`config.mk`:
```
export PLATFORM = sky130hd
export DESIGN_NAME = data_sender
export DESIGN_NICKNAME = d
export VERILOG_FILES = /design/src/rtl/data_sender_pkg.sv /design/src/rtl/data_sender_idx_ctr.sv /design/src/rtl/data_sender.sv
export SDC_FILE = /design/constraint.sdc
export NUM_CORES = 1
export LEC_CHECK = 0
export CAP_MARGIN = 20
export CORE_MARGIN = 2
export CORE_UTILIZATION = 51
export CTS_BUF_LIST = sky130_fd_sc_hd__clkbuf_2 sky130_fd_sc_hd__clkbuf_4 sky130_fd_sc_hd__clkbuf_8
export DETAILED_ROUTE_END_ITERATION = 10
export MAX_ROUTING_LAYER = met4
export PLACE_DENSITY = 0.82
export SYNTH_ARGS = -nofsm -noshare
export SYNTH_HDL_FRONTEND = slang
export SYNTH_SLANG_ARGS = --single-unit
export TNS_END_PERCENT = 50
```
`constraint.sdc`:
```
create_clock -name clk -period 1.87 [get_ports clk]
set_clock_uncertainty 0.05 [all_clocks]
set_input_delay 0.374 -clock clk [delete_from_list [all_inputs] [get_ports clk]]
set_output_delay 0.374 -clock clk [all_outputs]
set_load 0.02 [all_outputs]
```
`src/rtl/data_sender_pkg.sv`:
```
// Shared types and defaults for the data_sender byte serialiser.
package data_sender_pkg;
  localparam int DATA_BYTES_DEF = 5;
  localparam int BYTE_W_DEF     = 8;
  localparam int IDX_W          = $clog2(DATA_BYTES_DEF);

  typedef logic [BYTE_W_DEF-1:0] byte_t;
endpackage

```
`src/rtl/data_sender_idx_ctr.sv`:
```
// Byte index counter for data_sender. Build with DATA_SENDER_WRAP_EN to wrap
// back to byte 0 after the last byte; by default it parks on the last byte.
module data_sender_idx_ctr #(
  parameter int DEPTH = 5,
  parameter int IW    = 3
) (
  input  logic          clk,
  input  logic          rst,
  input  logic          clr,
  input  logic          adv,
  output logic [IW-1:0] idx
);
  localparam logic [IW-1:0] LAST = IW'(DEPTH - 1);

  logic [IW-1:0] idx_nxt;

  // A restart wins over a simultaneous advance.
  always_comb begin
    idx_nxt = idx;
    if (clr)
      idx_nxt = '0;
    else if (adv && idx != LAST)
      idx_nxt = idx + 1'b1;
`ifdef DATA_SENDER_WRAP_EN
    else if (adv)
      idx_nxt = '0;
`endif
  end

  always_ff @(posedge clk or posedge rst) begin
    if (rst) idx <= '0;
    else     idx <= idx_nxt;
  end
endmodule

```
`src/rtl/data_sender.sv`:
```
// Latches a wide word on transmissionStart and offers it LSB-first, one byte
// per transmissionDone. End-of-word wrap is enabled by DATA_SENDER_WRAP_EN.
module data_sender
  import data_sender_pkg::*;
#(
  parameter int DATA_BYTES = DATA_BYTES_DEF,
  parameter int BYTE_W     = BYTE_W_DEF
) (
  input  logic                         clk,
  input  logic                         rst,
  input  logic [DATA_BYTES*BYTE_W-1:0] dataIn,
  input  logic                         transmissionStart,
  input  logic                         transmissionDone,
  output logic [BYTE_W-1:0]            dataOut
);
  localparam int IW = (DATA_BYTES > 1) ? $clog2(DATA_BYTES) : 1;

  logic [DATA_BYTES-1:0][BYTE_W-1:0] hold_reg;
  logic [IW-1:0]                     idx;

  always_ff @(posedge clk or posedge rst) begin
    if (rst)                    hold_reg <= '0;
    else if (transmissionStart) hold_reg <= dataIn;
  end

  data_sender_idx_ctr #(.DEPTH(DATA_BYTES), .IW(IW)) u_idx_ctr (
    .clk (clk),
    .rst (rst),
    .clr (transmissionStart),
    .adv (transmissionDone),
    .idx (idx)
  );

  // idx never exceeds DATA_BYTES-1, so the select stays in range.
  assign dataOut = hold_reg[idx];
endmodule

```
==> impl_metrics.env <==
export IMPL_slew_viol_final=0
export IMPL_insertion_delay_ps=300
export IMPL_period_share=1.057
export IMPL_clock_root_buffer="clkbuf_8"
export IMPL_power_density_mw_per_mm2=814.9
export IMPL_clock_sinks=43
export IMPL_layout_common_cells="42 x clkdlybuf4s50_1, 41 x dfrtp_1, 32 x mux2_2"
export IMPL_route_detailed_drc=0
export IMPL_ys_warn_count=0
export IMPL_comb_power_share=0.245
export IMPL_clk_pin_slew_ps=80
export IMPL_place_gp_congestion=0.7272
export IMPL_die_area_mm2=0.004633
export IMPL_max_clock_freq_ghz=0.5058
export IMPL_crit_buf_inv=2
export IMPL_portBuffers=51
export IMPL_syn_nets=228
export IMPL_cts_tree="yes"
export IMPL_yosysSeqAreaShare=0.5140
export IMPL_pre_cts_ws_ps=-195.0
export IMPL_finalSetupViolations=8
export IMPL_num_vias=1525
export IMPL_synth_area_mm2=0.002093
export IMPL_pwr_share_seq=0.469
export IMPL_antenna_found_initial=0
export IMPL_postLayoutCellArea_mm2=0.002819
export IMPL_num_antenna_cells=0
export IMPL_met1_length_mm=1.820
export IMPL_setup_tns_final_ps=-681.9
export IMPL_end_kind="output pin"
export IMPL_core_area_mm2=0.003971
export IMPL_ant_nets=0
export IMPL_final_common_cell="clkdlybuf4s50_1"
export IMPL_syn_inst=182
export IMPL_critPathRequiredTime_ps=1450
export IMPL_crit_arrival_ps=1550
export IMPL_cts_buffer_depth=2
export IMPL_max_slew_margin=0.8086
export IMPL_highest_layer="met4"
export IMPL_r2r_end="u_idx_ctr.idx[1]$_DFFE_PP0P_"
export IMPL_status="complete, but fails checks"
export IMPL_cp_depth=5
export IMPL_first_pass_iters=7
export IMPL_path_delay_family="flip-flops"
export IMPL_grt_max_degree=44
export IMPL_reg2regPathDepth=6
export IMPL_rrSetupSlack_ps=260
export IMPL_rows=23
export IMPL_final_net_count=282
export IMPL_hold_viol=0
export IMPL_post_dp_cell_area_mm2=0.002661
export IMPL_rsz0062_at_grt="true"
export IMPL_slowest_stage="dfrtp_2"
export IMPL_cap_violations=0
export IMPL_cts_htree_levels=2
export IMPL_io_pins=52
export IMPL_yosys_cell_types_count=20
export IMPL_violations="setup timing"
export IMPL_grt_total_usage=0.2122
export IMPL_grt_overflow=0
export IMPL_cp_max_fo=7
export IMPL_post_dp_hpwl_mm=2.893
export IMPL_wl_met2_mm=2.049
export IMPL_route_met3_wl_um=236
export IMPL_start_util=0.5271
export IMPL_via_per_inst=5.314
export IMPL_synth_top_area_frac=0.5140
export IMPL_synth_seq_cells=43
export IMPL_netSwitchingFraction=0.2655
export IMPL_grt_pass1_wl_mm=6.948
export IMPL_cp_cell_sequence="buf_4, nor3_1, a21oi_1, o22a_1, buf_2"
export IMPL_power_switching_uw=609.8
export IMPL_internal_power_mw=1.687
export IMPL_yosysTopAreaCell="dfrtp_1"
export IMPL_hold_slack_ps=357.3
export IMPL_drive_above_1_share=0.2954
export IMPL_grt_pass1_vias=1502
export IMPL_area_growth_pct=34.67
export IMPL_postCtsSetupBuffers=0
export IMPL_cp_start_kind="flop"
export IMPL_timing_final_ws_setup_ps=-106.9
export IMPL_path_class="flop to output pin"
export IMPL_die_y_um=68.07
export IMPL_synth_area_leaders="dfrtp_1 51%, mux2_2 17%, mux2i_1 4.3%, a21oi_1 3.6%, buf_6 3.2%"
export IMPL_cts_hold_buf=0
export IMPL_drt_wl_total_mm=4.197
export IMPL_utilization=0.7098
export IMPL_tightest_slew_ps=287.2
export IMPL_hp_class="input port to asynchronous set/reset pin"
export IMPL_dieWidth_um=68.07
export IMPL_power_leakage_nw=1.210
export IMPL_min_period_ps=1977
export IMPL_drtIter0Drc=78
export IMPL_reg2reg_from="u_idx_ctr.idx[0]$_DFFE_PP0P_"
export IMPL_clkPwrFrac=0.286
export IMPL_wire_per_inst_um=14.62
export IMPL_avgSynthCellArea_um2=11.50
export IMPL_slowest_delay_ps=470
export IMPL_largest_reg_flops=40
export IMPL_peakVddDrop_uv=403.8
export IMPL_numCtsBuffers=5
==> power groups by stage <==
| stage | clock network (mW) | logic (mW) | registers (mW) |
|---|---|---|---|
| final | 0.657 | 0.562 | 1.08 |
| after CTS | 0.674 | 0.554 | 1.08 |
| after detailed placement | 0 | 0.557 | 1.09 |
| after global placement | 0 | 0.545 | 1.08 |
| after global routing | 0.715 | 0.614 | 1.09 |
| after floorplan | 0 | 0.345 | 1.07 |
==> through the flow <==
step	total power [mW]	cells
6_report	2.297	287
5_1_grt	2.417	287
4_1_cts	2.303	287
3_5_place_dp	1.644	278
3_3_place_gp	1.629	278
2_1_floorplan	1.413	182
==> worst reg2reg max path, cell delays in order (launching register included) <==
cell	delay [ps]
dfrtp_2	470
buf_4	240
inv_1	60
ha_1	220
a21boi_2	190
mux2i_1	200
nor2_1	50
==> cell families after synthesis <==
group	count (synthesis)	synth area share
muxes	41	0.2152
buffers and inverters	25	0.07591
AOI/OAI and AO/OA	34	0.09504
and+or+nand+nor	36	0.08368
xor gates and xnor gates	1	0.004185
DFF	43	0.5140
adders and majority gates	2	0.01195
==> metal layers <==
metal	track usage	vias to the layer above
met5	-	-
li1	-	733
met4	0.08500	0
met1	0.2680	729
met3	0.05099	9
met2	0.3301	54
==> timing repair <==
action,4_1_cts,5_1_grt
hold endpoints to repair,0,0
pin swaps,1,1
setup endpoints to repair,8,8
gates cloned,1,0
resized for setup,44,5
==> worst max-delay path by stage <==
stage / from / end
floorplan: u_idx_ctr.idx[0]$_DFFE_PP0P_ / dataOut[0]
global placement: u_idx_ctr.idx[1]$_DFFE_PP0P_ / dataOut[5]
detailed placement: u_idx_ctr.idx[1]$_DFFE_PP0P_ / dataOut[4]
CTS: u_idx_ctr.idx[1]$_DFFE_PP0P_ / dataOut[3]
global route: u_idx_ctr.idx[1]$_DFFE_PP0P_ / dataOut[3]
finish: u_idx_ctr.idx[1]$_DFFE_PP0P_ / dataOut[3]
==> synth_stat cells <==
cell	count
buf_6	6
and3_1	2
inv_1	11
nor2_1	10
a21oi_1	15
nand2b_1	6
o21ai_0	12
buf_4	4
nor3_1	7
mux2_2	32
dfrtp_1	43
nand2_1	8
o22a_1	6
nor4_1	2
buf_2	4
xnor2_1	1
ha_1	2
and4b_1	1
a21boi_2	1
mux2i_1	9
==> layout make-up <==
class                           instances  area [um^2]
Clock buffer                            8        103.9
Fill cell                             284         1152
Inverter                               11        41.29
Multi-Input combinational cell        114        907.1
Sequential cell                        43         1079
Tap cell                               50        62.56
Timing Repair Buffer                   61        625.6
(Power assumes the default switching activity.)
==> variant: new RTL, same flow settings <==
Build with the macro `DATA_SENDER_WRAP_EN` defined.
--- a/src/rtl/data_sender_idx_ctr.sv
+++ b/src/rtl/data_sender_idx_ctr.sv
@@ -2,2 +2,4 @@
 // back to byte 0 after the last byte; by default it parks on the last byte.
+`define DATA_SENDER_WRAP_EN
+
 module data_sender_idx_ctr #(
Check against the original RTL: not equivalent (a bounded check fails within 10 cycles, from zero or initial values and one cycle with rst high).
==> variant against the unedited design <==
- the flow still finishes with violations (negative setup slack)
- global-route usage fell by 0.087 points
- synthesized area is 4.7% lower
- maximum frequency is 5.3% lower
- sequential cell count unchanged
- worst hold slack gained 0.031 ns
- power is 1.4% lower
- routed wire length down 2.4%
- cell area unchanged
- setup slack got worse by 0.11 ns
- synthesized cell count shrank 21%
- highest routed layer unchanged
==> variant: results (changes against the unedited design) <==
Worst slack, placed -> -0.334 ns (-0.139 ns)
Clock network fraction of total power -> 28.9% (+0.3 points)
Final nets -> 255 (-9.6%)
Origin of the worst setup path -> u_idx_ctr.idx[0]
Hold_ws -> 0.388 ns (+0.0311 ns)
Metal3 WL -> 225 um (-4.7%)
TritonCTS Buffers -> 5 (unchanged)
R2R Path Start -> u_idx_ctr.idx[1]
Actual slew at the worst max-slew pin -> 0.230 ns (-0.0573 ns)
Sequential area share after synthesis -> 54.0% (+2.5 points)
M1 GR Usage -> 24.9% (-1.9 points)
Met2 usage -> 36.3% (+3.2 points)
Compound-Gate Fraction of Synth Area -> 5.33% (-4.2 points)
XOR/XNOR share of the synthesized area -> 0% (-0.42 points)
Setup Viol. Count Final -> 8 (unchanged)
First-pass GRT wire length -> 6540 um (-5.9%)
Worst Setup EP -> dataOut[7]
CP max stage delay -> 0.40 ns (-0.07 ns)
Filler Cells Inserted -> 248 (-13%)
Synth top area cells -> dfrtp_1 54%, mux2_2 25%, mux2i_1 5.0%
Final WS setup -> -0.217 ns (-0.110 ns)
Met3 usage -> 3.04% (-2.1 points)
GPL Wtd Cong -> 0.750 (+3.2%)
Dpl cell area -> 2630 um^2 (-1.2%)
DRT met1 WL -> 1700 um (-6.9%)
Setup tns final -> -1.32 ns (-0.635 ns)
Sw Ratio -> 25.1% (-1.5 points)
Adder-cell area share of the yosys netlist -> 1.25% (+0.059 points)
Initial DRT Pass Iterations -> 5 (-2)
Routed met2 length -> 2100 um (+2.6%)
Fraction of layout cells with a size suffix above 1 -> 41.9% (+12 points)
Yosys cell types -> 21 (+5.0%)
Worst-path fanout max -> 7 (unchanged)
DPL Wire Length -> 2910 um (+0.54%)
Status -> finished, violations left
Leakage -> 1.20 nW (-0.70%)
Total track usage -> 21.1% (-0.087 points)
Crit-path slowest cell -> dfrtp_1
Synth top cells by count -> 44 x mux2_2, 43 x dfrtp_1, 10 x mux2i_1, 8 x nor2_1
Vias/cell -> 5.34 (+0.59%)
Syn_nets -> 190 (-17%)
DR WL/cell -> 15.9 um (+8.6%)
Max VDD drop -> 0.511 mV (+27%)
Post-synthesis mux area share -> 32.1% (+11 points)
Reg-to-reg endpoint -> u_idx_ctr.idx[2]
FF-to-FF setup slack -> 0.45 ns (+0.19 ns)
Arrival @ worst endpoint -> 1.66 ns (+0.11 ns)
Failing checks -> negative setup slack
==> variant: area by class of cell <==
class,instances,area (um^2),area share [%]
Sequential cell,43,1080,38.2
Clock buffer,8,104,3.68
Timing Repair Buffer,67,669,23.7
Tap cell,48,60.1,2.13
Inverter,3,11.3,0.399
Multi-Input combinational cell,89,898,31.9
==> variant: critical path: cells and delay by family, from the launching register on <==
family	cells	cell delay, ns
and+or+nand+nor	1	0.14
DFF	1	0.40
AOI/OAI and AO/OA	1	0.34
buffers and inverters	3	0.48
==> variant: stage by stage <==
step / utilization (%) / std cells
after global routing: 75.9 / 258
after detailed placement: 70.8 / 247
after CTS: 74.2 / 256
after floorplan: - / 144
after global placement: 70.8 / 247
final: 75.9 / 258
==> variant: repair_timing <==
action,CTS,global route
buffers inserted,1,2
hold endpoints to repair,0,0
resized for setup,51,13
endpoints found under the setup margin,8,8
pin swaps,1,7
